===== config.mk =====
export PLATFORM = sky130hd
export DESIGN_NAME = aud_sram_arbiter
export DESIGN_NICKNAME = d
export VERILOG_FILES = /design/src/rtl/aud_mem_pkg.sv /design/src/rtl/aud_arb_pick.sv /design/src/rtl/aud_sram_arbiter.sv
export SDC_FILE = /design/constraint.sdc
export NUM_CORES = 1
export LEC_CHECK = 0
export ABC_CLOCK_PERIOD_IN_PS = 6000
export CORE_MARGIN = 4
export CORE_UTILIZATION = 45
export DETAILED_ROUTE_END_ITERATION = 8
export GPL_TIMING_DRIVEN = 0
export PLACE_DENSITY = 0.95
export SLEW_MARGIN = 20
export SYNTH_ARGS = -nofsm -noshare
export SYNTH_HDL_FRONTEND = slang
export SYNTH_SLANG_ARGS = --single-unit

===== constraint.sdc =====
create_clock -name i_clk -period 6 [get_ports i_clk]
set_input_delay 1.2 -clock i_clk [delete_from_list [all_inputs] [get_ports i_clk]]
set_output_delay 1.2 -clock i_clk [all_outputs]
set_load 0.05 [all_outputs]

===== src/rtl/aud_mem_pkg.sv =====
// Shared types for the audio SRAM arbiter: FSM states, requester ids, default widths.
package aud_mem_pkg;

  localparam int ADDR_W_DEF = 20;
  localparam int DATA_W_DEF = 16;
  localparam int N_REQ      = 3;

  typedef enum logic [1:0] {S_IDLE, S_SETUP, S_ACCESS, S_DONE} state_t;

  typedef enum logic [1:0] {REQ_REC, REQ_PLY, REQ_HOST} req_id_t;

endpackage


===== src/rtl/aud_arb_pick.sv =====
// Combinational fixed-priority selector (recorder > player > host) with host promotion.
module aud_arb_pick
  import aud_mem_pkg::*;
(
  input  logic             rec_req,
  input  logic             ply_req,
  input  logic             host_req,
  input  logic             host_promote,
  output logic [N_REQ-1:0] win
);

  always_comb begin
    win = '0;
    if (host_promote && host_req) win[int'(REQ_HOST)] = 1'b1;
    else if (rec_req)             win[int'(REQ_REC)]  = 1'b1;
    else if (ply_req)             win[int'(REQ_PLY)]  = 1'b1;
    else if (host_req)            win[int'(REQ_HOST)] = 1'b1;
  end

endmodule


===== src/rtl/aud_sram_arbiter.sv =====
// Single-port audio SRAM controller/arbiter for recorder, player and host ports.
// Optional statistics (recorder worst-case wait) enabled by AUD_SRAM_ARB_STATS_EN.
//
// state    | meaning
// S_IDLE   | strobes idle, arbitrate and latch winner
// S_SETUP  | ce_n low, address (and write data) set up
// S_ACCESS | we_n or oe_n low for ACC_CYC cycles
// S_DONE   | strobes released, address held, winner's done pulse
module aud_sram_arbiter
  import aud_mem_pkg::*;
#(
  parameter int ADDR_W     = ADDR_W_DEF,
  parameter int DATA_W     = DATA_W_DEF,
  parameter int ACC_CYC    = 2,
  parameter int STARVE_MAX = 64
) (
  input  logic              i_clk,
  input  logic              i_rst_n,
  input  logic              i_rec_req,
  input  logic [ADDR_W-1:0] i_rec_addr,
  input  logic [DATA_W-1:0] i_rec_wdata,
  output logic              o_rec_done,
  input  logic              i_ply_req,
  input  logic [ADDR_W-1:0] i_ply_addr,
  output logic              o_ply_done,
  output logic [DATA_W-1:0] o_ply_rdata,
  input  logic              i_host_req,
  input  logic              i_host_we,
  input  logic [ADDR_W-1:0] i_host_addr,
  input  logic [DATA_W-1:0] i_host_wdata,
  output logic              o_host_done,
  output logic [DATA_W-1:0] o_host_rdata,
  output logic [ADDR_W-1:0] o_sram_addr,
  output logic [DATA_W-1:0] o_sram_wdata,
  output logic              o_sram_wdata_en,
  input  logic [DATA_W-1:0] i_sram_rdata,
  output logic              o_sram_ce_n,
  output logic              o_sram_we_n,
  output logic              o_sram_oe_n
`ifdef AUD_SRAM_ARB_STATS_EN
  ,
  input  logic              i_stat_clr,
  output logic [7:0]        o_rec_wait_max
`endif
);

  state_t            state;
  req_id_t           cur_id;
  logic              cur_we;
  logic [3:0]        acc_cnt;
  logic [7:0]        host_wait;
  logic              host_promote;
  logic [N_REQ-1:0]  win;
  req_id_t           pick_id;
  logic              pick_we;
  logic [ADDR_W-1:0] pick_addr;
  logic [DATA_W-1:0] pick_wdata;
  logic              host_win_now;
  logic              host_in_service;

  assign host_promote    = (host_wait >= 8'(STARVE_MAX));
  assign host_win_now    = (state == S_IDLE) && win[int'(REQ_HOST)];
  assign host_in_service = (state != S_IDLE) && (cur_id == REQ_HOST);

  aud_arb_pick u_pick (
    .rec_req      (i_rec_req),
    .ply_req      (i_ply_req),
    .host_req     (i_host_req),
    .host_promote (host_promote),
    .win          (win)
  );

  always_comb begin
    pick_id    = REQ_REC;
    pick_we    = 1'b1;
    pick_addr  = i_rec_addr;
    pick_wdata = i_rec_wdata;
    if (win[int'(REQ_PLY)]) begin
      pick_id    = REQ_PLY;
      pick_we    = 1'b0;
      pick_addr  = i_ply_addr;
      pick_wdata = '0;
    end else if (win[int'(REQ_HOST)]) begin
      pick_id    = REQ_HOST;
      pick_we    = i_host_we;
      pick_addr  = i_host_addr;
      pick_wdata = i_host_wdata;
    end
  end

  // Host is not "waiting" while its own access is in flight.
  always_ff @(posedge i_clk or negedge i_rst_n) begin
    if (!i_rst_n)                                          host_wait <= '0;
    else if (!i_host_req || host_win_now || host_in_service) host_wait <= '0;
    else if (host_wait != 8'hFF)                           host_wait <= host_wait + 8'd1;
  end

  always_ff @(posedge i_clk or negedge i_rst_n) begin
    if (!i_rst_n) begin
      state           <= S_IDLE;
      cur_id          <= REQ_REC;
      cur_we          <= 1'b0;
      acc_cnt         <= '0;
      o_sram_addr     <= '0;
      o_sram_wdata    <= '0;
      o_sram_wdata_en <= 1'b0;
      o_sram_ce_n     <= 1'b1;
      o_sram_we_n     <= 1'b1;
      o_sram_oe_n     <= 1'b1;
      o_rec_done      <= 1'b0;
      o_ply_done      <= 1'b0;
      o_host_done     <= 1'b0;
      o_ply_rdata     <= '0;
      o_host_rdata    <= '0;
    end else begin
      o_rec_done  <= 1'b0;
      o_ply_done  <= 1'b0;
      o_host_done <= 1'b0;
      case (state)
        S_IDLE: begin
          if (|win) begin
            state           <= S_SETUP;
            cur_id          <= pick_id;
            cur_we          <= pick_we;
            o_sram_addr     <= pick_addr;
            o_sram_wdata    <= pick_wdata;
            o_sram_wdata_en <= pick_we;
            o_sram_ce_n     <= 1'b0;
          end
        end
        S_SETUP: begin
          state       <= S_ACCESS;
          acc_cnt     <= 4'(ACC_CYC - 1);
          o_sram_we_n <= !cur_we;
          o_sram_oe_n <= cur_we;
        end
        S_ACCESS: begin
          if (acc_cnt == 4'd0) begin
            state       <= S_DONE;
            o_sram_we_n <= 1'b1;
            o_sram_oe_n <= 1'b1;
            o_rec_done  <= (cur_id == REQ_REC);
            o_ply_done  <= (cur_id == REQ_PLY);
            o_host_done <= (cur_id == REQ_HOST);
            if (!cur_we && cur_id == REQ_PLY)  o_ply_rdata  <= i_sram_rdata;
            if (!cur_we && cur_id == REQ_HOST) o_host_rdata <= i_sram_rdata;
          end else begin
            acc_cnt <= acc_cnt - 4'd1;
          end
        end
        S_DONE: begin
          state           <= S_IDLE;
          o_sram_ce_n     <= 1'b1;
          o_sram_wdata_en <= 1'b0;
        end
        default: state <= S_IDLE;
      endcase
    end
  end

`ifdef AUD_SRAM_ARB_STATS_EN
  logic [7:0] rec_wait;
  logic       rec_wait_act;

  // rec_wait counts cycles from the first cycle req is seen up to the done cycle.
  always_ff @(posedge i_clk or negedge i_rst_n) begin
    if (!i_rst_n) begin
      rec_wait       <= '0;
      rec_wait_act   <= 1'b0;
      o_rec_wait_max <= '0;
    end else begin
      if (o_rec_done) begin
        rec_wait_act <= 1'b0;
      end else if (rec_wait_act) begin
        if (rec_wait != 8'hFF) rec_wait <= rec_wait + 8'd1;
      end else if (i_rec_req) begin
        rec_wait_act <= 1'b1;
        rec_wait     <= 8'd1;
      end
      if (i_stat_clr)                                    o_rec_wait_max <= '0;
      else if (o_rec_done && rec_wait > o_rec_wait_max) o_rec_wait_max <= rec_wait;
    end
  end
`endif

endmodule


# == Word level (Yosys, flattened, before mapping) ==
# Cells that the tools add are included.
# classes
eq_ne,9
magnitude_cmp,1
muxes,35
add_sub_neg,2
reduce_logical,24
# ops
op,count
20-bit 2-to-1 mux,2
16-bit 2-to-1 mux,2
1-bit 2-to-1 mux,16
8-bit 2-to-1 mux,2
2-bit 2-to-1 mux,6
2-bit AND reduction,5
"8-bit by 1-bit adder with 8-bit output, second input constant",1
"8-bit by 7-bit >= comparator with 1-bit output, second input constant",1
"8-bit != test, second input constant",1
1-bit case mux with 2 select lines,4
2-bit case mux with 4 select lines,1
4-bit case mux with 2 select lines,1
2-bit nonzero test,4
"2-bit == test, second input constant",3
3-bit AND reduction,2
1-bit logical AND,5
"2-bit by 1-bit == test with 1-bit output, second input constant",2
2-bit logical NOT,2
4-bit logical NOT,1
4-bit 2-to-1 mux,1
"2-bit != test, second input constant",2
"4-bit by 1-bit subtractor with 4-bit output, second input constant",1
3-bit OR reduction,1
1-bit logical NOT,2
2 further kinds,3
# word_totals
input_bits,114
regBits,92
word_cells,87
out_inout_bits,75

# == Logic depth before layout (Yosys ltp) ==
# depth
ltp_word,8
mapped_depth,8
depth_no_buf,6

# == Hierarchy ==
# A second synthesis with hierarchy kept.
# unflattened
cells_unflattened,395
hier_area_um2,4366.7
# by_module_without_submodules
module,instances,area_per_inst_um2,cells_each,seq_area_each_um2
aud_sram_arbiter,1,4327.9,390,2306.0
aud_arb_pick,1,38.8,5,0.0

# == Worst setup path before layout ==
# OpenSTA, ideal clock, no wires.
# synth_timing
path_kind,input to register
start,input i_rec_req
end,register o_sram_addr[19]
arrival_ns,2.093
t_required_ns,5.867
setup_time_ns,0.133
path_stages,5
slack_ns,3.774
n_path_buf,2
cell_sequence,nand2b_1 -> o221ai_1 -> clkbuf_1 -> clkbuf_1 -> o21ai_0
# synth_via
elab_chain_cells,4
word_cells_on_any_way,8
cone_classes,mux: 6; reduce/logical: 2
# synth_rtl
item,line_no,text
"start, declared",aud_sram_arbiter.sv:19,"input logic i_rec_req,"
2-bit 2-to-1 mux / 1-bit 2-to-1 mux (equally long branches),aud_arb_pick.sv:15,else if (rec_req) win[int'(REQ_REC)] = 1'b1;
1-bit 2-to-1 mux / 2-bit 2-to-1 mux (equally long branches),aud_arb_pick.sv:14,if (host_promote && host_req) win[int'(REQ_HOST)] = 1'b1;
3-bit OR reduction / 20-bit 2-to-1 mux (equally long branches),"aud_sram_arbiter.sv:121, aud_sram_arbiter.sv:83",
2-bit AND reduction (no line) / 20-bit 2-to-1 mux (equally long branches),n/a,
"end signal, assigned",aud_sram_arbiter.sv:125,o_sram_addr <= pick_addr;
"end, declared",aud_sram_arbiter.sv:33,"output logic [ADDR_W-1:0] o_sram_addr,"
# Several ways; a longest one is shown, not always the timed one.
# A chain may end at the register's enable or synchronous reset.

# == Worst setup path after layout ==
# layout_timing
start,input i_host_req
end,register o_sram_addr[18]
# layout_via
elab_chain_cells,6
word_cells_on_any_way,10
cone_classes,mux: 7; reduce/logical: 3
# layout_rtl
item,line_no,text
"start, declared",aud_sram_arbiter.sv:27,"input logic i_host_req,"
1-bit 2-to-1 mux,aud_arb_pick.sv:17,else if (host_req) win[int'(REQ_HOST)] = 1'b1;
1-bit 2-to-1 mux,aud_arb_pick.sv:16,else if (ply_req) win[int'(REQ_PLY)] = 1'b1;
2-bit 2-to-1 mux,aud_arb_pick.sv:15,
1-bit 2-to-1 mux,aud_arb_pick.sv:14,
3-bit OR reduction / 20-bit 2-to-1 mux (equally long branches),"aud_sram_arbiter.sv:121, aud_sram_arbiter.sv:83",
2-bit AND reduction (no line) / 20-bit 2-to-1 mux (equally long branches),n/a,
# Several ways; a longest one is shown, not always the timed one.

==> impl_summary.txt <==
----------------------------------------------------
[Hold path]
  Worst hold path type ... register to register
  Min-Delay Path Depth ... 2
  Start point of the worst hold path ... o_sram_wdata[2]$_DFFE_PN0P_
  Hold worst-path end ... o_sram_wdata[2]$_DFFE_PN0P_

[Final layout]
  Final core area utilization ... 70.7%
  Antenna diode count ... 0
  Area overhead of the layout relative to synthesis ... 53.6%
  Final net count ... 668
  Final-layout fill cell count ... 647
  Share of layout cells above drive strength 1 ... 12.0%

[Pwr]
  Register share of total power ... 30.5%
  Power Internal ... 0.00181 W
  Power consumption ... 0.00339 W
  Static leakage power ... 2.95 nW
  Power density over the cells ... 521 nW/um2
  Share of total power in the clock network ... 13.9%
  Largest voltage drop on the vdd net ... 0.240 mV
  Switching fraction of total power ... 46.7%
  Logic gate share of total power ... 55.6%
  Power spent charging and discharging nets ... 0.00158 W

[Placed design]
  Worst slack at placement ... 2720 ps
  Number of I/O port buffers ... 188
  Post-DP HPWL ... 9.93 mm
  Global placer's final weighted congestion ... 0.853

[STA]
  Share of the clock period used by the worst path ... 49.3%
  Worst Skew ... 9.16 ps
  Final setup fails ... 0
  Number of hold violations in the final report ... 0
  Headroom to the max-slew limit ... 35.7%
  Worst-case setup margin in the final layout ... 3040 ps
  Post-layout min period ... 2960 ps
  Number of pins exceeding their max-slew limit in the final report ... 0
  Total negative setup slack ... 0 ps
  Final Hold Slack ... 485 ps
  Maximum frequency from static timing analysis ... 338 MHz
  Unrepaired setup endpoints after global routing ... no
  Worst Max-Slew Pin Slew ... 950 ps

[Logic synthesis]
  Most frequent cells after synthesis ... sky130_fd_sc_hd__dfrtp_1 (89), sky130_fd_sc_hd__o21ai_0 (44), sky130_fd_sc_hd__mux2i_1 (38), sky130_fd_sc_hd__nand2_1 (26)
  Dominant cell by count in the synthesized netlist ... sky130_fd_sc_hd__dfrtp_1
  Share of the synthesized area in the top cell type ... 52.6%
  Mapped Cells ... 347
  Proportion of register bits with asynchronous set or reset after synthesis ... 100%
  Largest cells by area after synthesis ... sky130_fd_sc_hd__dfrtp_1 (53%), sky130_fd_sc_hd__mux2i_1 (9.0%), sky130_fd_sc_hd__mux2_4 (7.1%)
  Post-synthesis cell type with the largest combined area ... sky130_fd_sc_hd__dfrtp_1
  Avg Cell Area, Syn ... 12.2 um2
  Netlist area before placement ... 4230 um2
  Post-synth EDFFs ... 0
  Most common flop cell mapped by yosys ... sky130_fd_sc_hd__dfrtp_1
  #FFs+latches synth ... 92
  Synthesized Nets ... 468
  Synth Warn # ... 0
  Synth unique cells ... 45
  Sequential cell area fraction in the yosys report ... 54.5%

[Clock tree]
  Maximum root-to-sink buffer count ... 2
  CTS clock-pin slew for the worst setup and hold paths ... 90 ps
  Cell at the root of the clock tree ... sky130_fd_sc_hd__clkbuf_8
  Clock latency on the worst-skew pair ... 370 ps
  Resize count post-CTS ... 0
  Number of levels in the clock H-tree ... 3
  Hold Buf Count CTS ... 0
  Post-CTS Setup Bufs ... 0
  Number of CTS-inserted buffers ... 9
  Clock tree from TritonCTS ... yes
  Number of clock sinks ... 92

[Floorplanning]
  Die Area ... 11000 um2
  Effective utilization at floorplan ... 46.0%
  Core ar. ... 9200 um2
  Die extent in y ... 105 um
  Chip width ... 105 um
  # IOs ... 189
  Standard-cell row count ... 35

[Route]
  Count of nets left with antenna violations after detail routing ... 0
  Via Count ... 3594
  Violation count after the first detailed-routing iteration ... 243
  DRC viols ... 0
  Detailed-routing iteration count for the pre-antenna-repair pass ... 4
  Average wire length per cell after detail routing ... 19.3 um
  Routed vias/inst ... 5.42
  Overall routed net length ... 12.8 mm

[Setup path]
  Critical setup path kind ... input port to register
  Flop2flop setup slack ... 3780 ps
  Startpoint kind of the worst setup timing path ... input port
  Kind of capture point of the worst setup path ... register
  Worst path arrival time ... 3230 ps
  End of the worst register-to-register path ... o_host_rdata[4]$_DFFE_PN0P_
  Critical path required time ... 6270 ps
  R2R depth ... 8
  Maximum fanout along the worst path ... 10
  Startpoint of the lowest-slack register-to-register path ... state[0]$_DFFE_PN0P_

[Global routing]
  Antenna violations before repair ... 0
  Overall fraction of global-route tracks in use ... 23.7%
  Pin count of the biggest net entering global routing ... 50
  Via count of the first global-routing pass ... 3842
  Remaining global-route overflow ... 0
  Global-route wire length before repair ... 20.4 mm

[Run status]
  Result of the run ... complete, no violations

[Flow run]
  Count of max-cap constraint violations ... 0

----------------------------------------------------
critical path, cell delays in order:
cell and delay [ps]:
sky130_fd_sc_hd__clkdlybuf4s50_1 490, sky130_fd_sc_hd__o31ai_1 690, sky130_fd_sc_hd__clkbuf_1 500, sky130_fd_sc_hd__a22oi_1 200, sky130_fd_sc_hd__o21ai_0 140
power by group through the flow:
stage	clock network [W]	registers (W)	logic [W]
final	0.000469	0.00103	0.00188
after global placement	0	0.00102	0.00184
after CTS	0.000482	0.00103	0.00189
after global routing	0.000504	0.00107	0.00198
after floorplan	0	0.00177	0.000458
after detailed placement	0	0.00104	0.00189
layer usage:
layer	vias up	part of all wire, %	global-route usage (%)
li1	1641	-	-
met1	1763	39	26.5
met2	166	51	42.6
met3	24	7.6	7.91
met4	0	2.3	6.94
met5	-	0	0
layout by cell type (no fill, tap or decap), types with 2 or more instances in the layout:
master and n:
sky130_fd_sc_hd__clkdlybuf4s50_1 187, sky130_fd_sc_hd__dfrtp_1 89, sky130_fd_sc_hd__o21ai_0 44, sky130_fd_sc_hd__mux2i_1 38
sky130_fd_sc_hd__nand2_1 26, sky130_fd_sc_hd__mux2_4 20, sky130_fd_sc_hd__a22oi_1 20, sky130_fd_sc_hd__nor2_1 18
sky130_fd_sc_hd__mux2_2 12, sky130_fd_sc_hd__clkbuf_1 11, sky130_fd_sc_hd__clkbuf_8 9, sky130_fd_sc_hd__inv_1 8
sky130_fd_sc_hd__ha_1 7, sky130_fd_sc_hd__nand3_1 4, sky130_fd_sc_hd__buf_4 4, sky130_fd_sc_hd__xor2_1 4
sky130_fd_sc_hd__a21oi_1 3, sky130_fd_sc_hd__dfstp_2 3, sky130_fd_sc_hd__and3_4 2, sky130_fd_sc_hd__and2b_1 2
sky130_fd_sc_hd__buf_6 2, sky130_fd_sc_hd__buf_12 2, sky130_fd_sc_hd__o21bai_1 2, sky130_fd_sc_hd__nand2b_1 2
sky130_fd_sc_hd__o21ai_1 2, sky130_fd_sc_hd__o211ai_1 2, sky130_fd_sc_hd__nor3_1 2, sky130_fd_sc_hd__clkinv_4 2
sky130_fd_sc_hd__inv_6 2, sky130_fd_sc_hd__bufinv_16 2
metrics by stage:
stage	instance area, um2	cells
after global routing	6500	663
after CTS	6500	663
after global placement	6250	646
after detailed placement	6280	647
after floorplan	4230	347
final	6500	663
flip-flops by register name (all words and copies together), names as in the netlist:
| signal | flops |
|---|---|
| state | 2 |
| cur_we | 1 |
| o_sram_ce_n | 1 |
| acc_cnt | 4 |
| o_host_rdata | 16 |
| o_sram_oe_n | 1 |
| o_ply_done | 1 |
| o_rec_done | 1 |
| o_sram_wdata_en | 1 |
| cur_id | 2 |
| o_sram_addr | 20 |
| o_sram_we_n | 1 |
| o_ply_rdata | 16 |
| o_sram_wdata | 16 |
| host_wait | 8 |
| o_host_done | 1 |
layout make-up:
class | count | area, um2 | area share (%)
sequential | 92 | 2310 | 35.5
timing repair buffer | 189 | 1910 | 29.3
multi-input combinational | 229 | 1770 | 27.2
tap | 111 | 139 | 2.14
clock buffer | 10 | 128 | 1.96
buffer | 18 | 128 | 1.96
clock inverter | 6 | 95.1 | 1.46
inverter | 8 | 30.0 | 0.462
logic make-up (layout without fill, tap and decap cells):
logic type	count (synthesis)	count (layout)	share of synthesized area (%)
AND/OR/NAND/NOR	66	66	7.72
flip-flops	92	92	54.5
adder cells (fa/ha/maj)	7	7	2.07
buffers and inverters	26	231	3.73
multiplexers	70	70	19.3
AO/OA/AOI/OAI	82	82	11.9
XOR/XNOR	4	4	0.828
worst max-delay path by stage:
stage | slack, ps | to | start | cells past startpoint
after floorplan | 3770 | o_sram_addr[19]$_DFFE_PN0P_ | i_rec_req | 5
after global placement | 490 | o_sram_wdata[8]$_DFFE_PN0P_ | i_rst_n | 1
after detailed placement | 2720 | o_sram_addr[18]$_DFFE_PN0P_ | i_host_req | 5
after CTS | 3050 | o_sram_oe_n | o_sram_oe_n$_DFFE_PN1P_ | 1
after global routing | 2970 | o_sram_addr[18]$_DFFE_PN0P_ | i_host_req | 5
final | 3040 | o_sram_addr[18]$_DFFE_PN0P_ | i_host_req | 5
(Power assumes the default switching activity.)
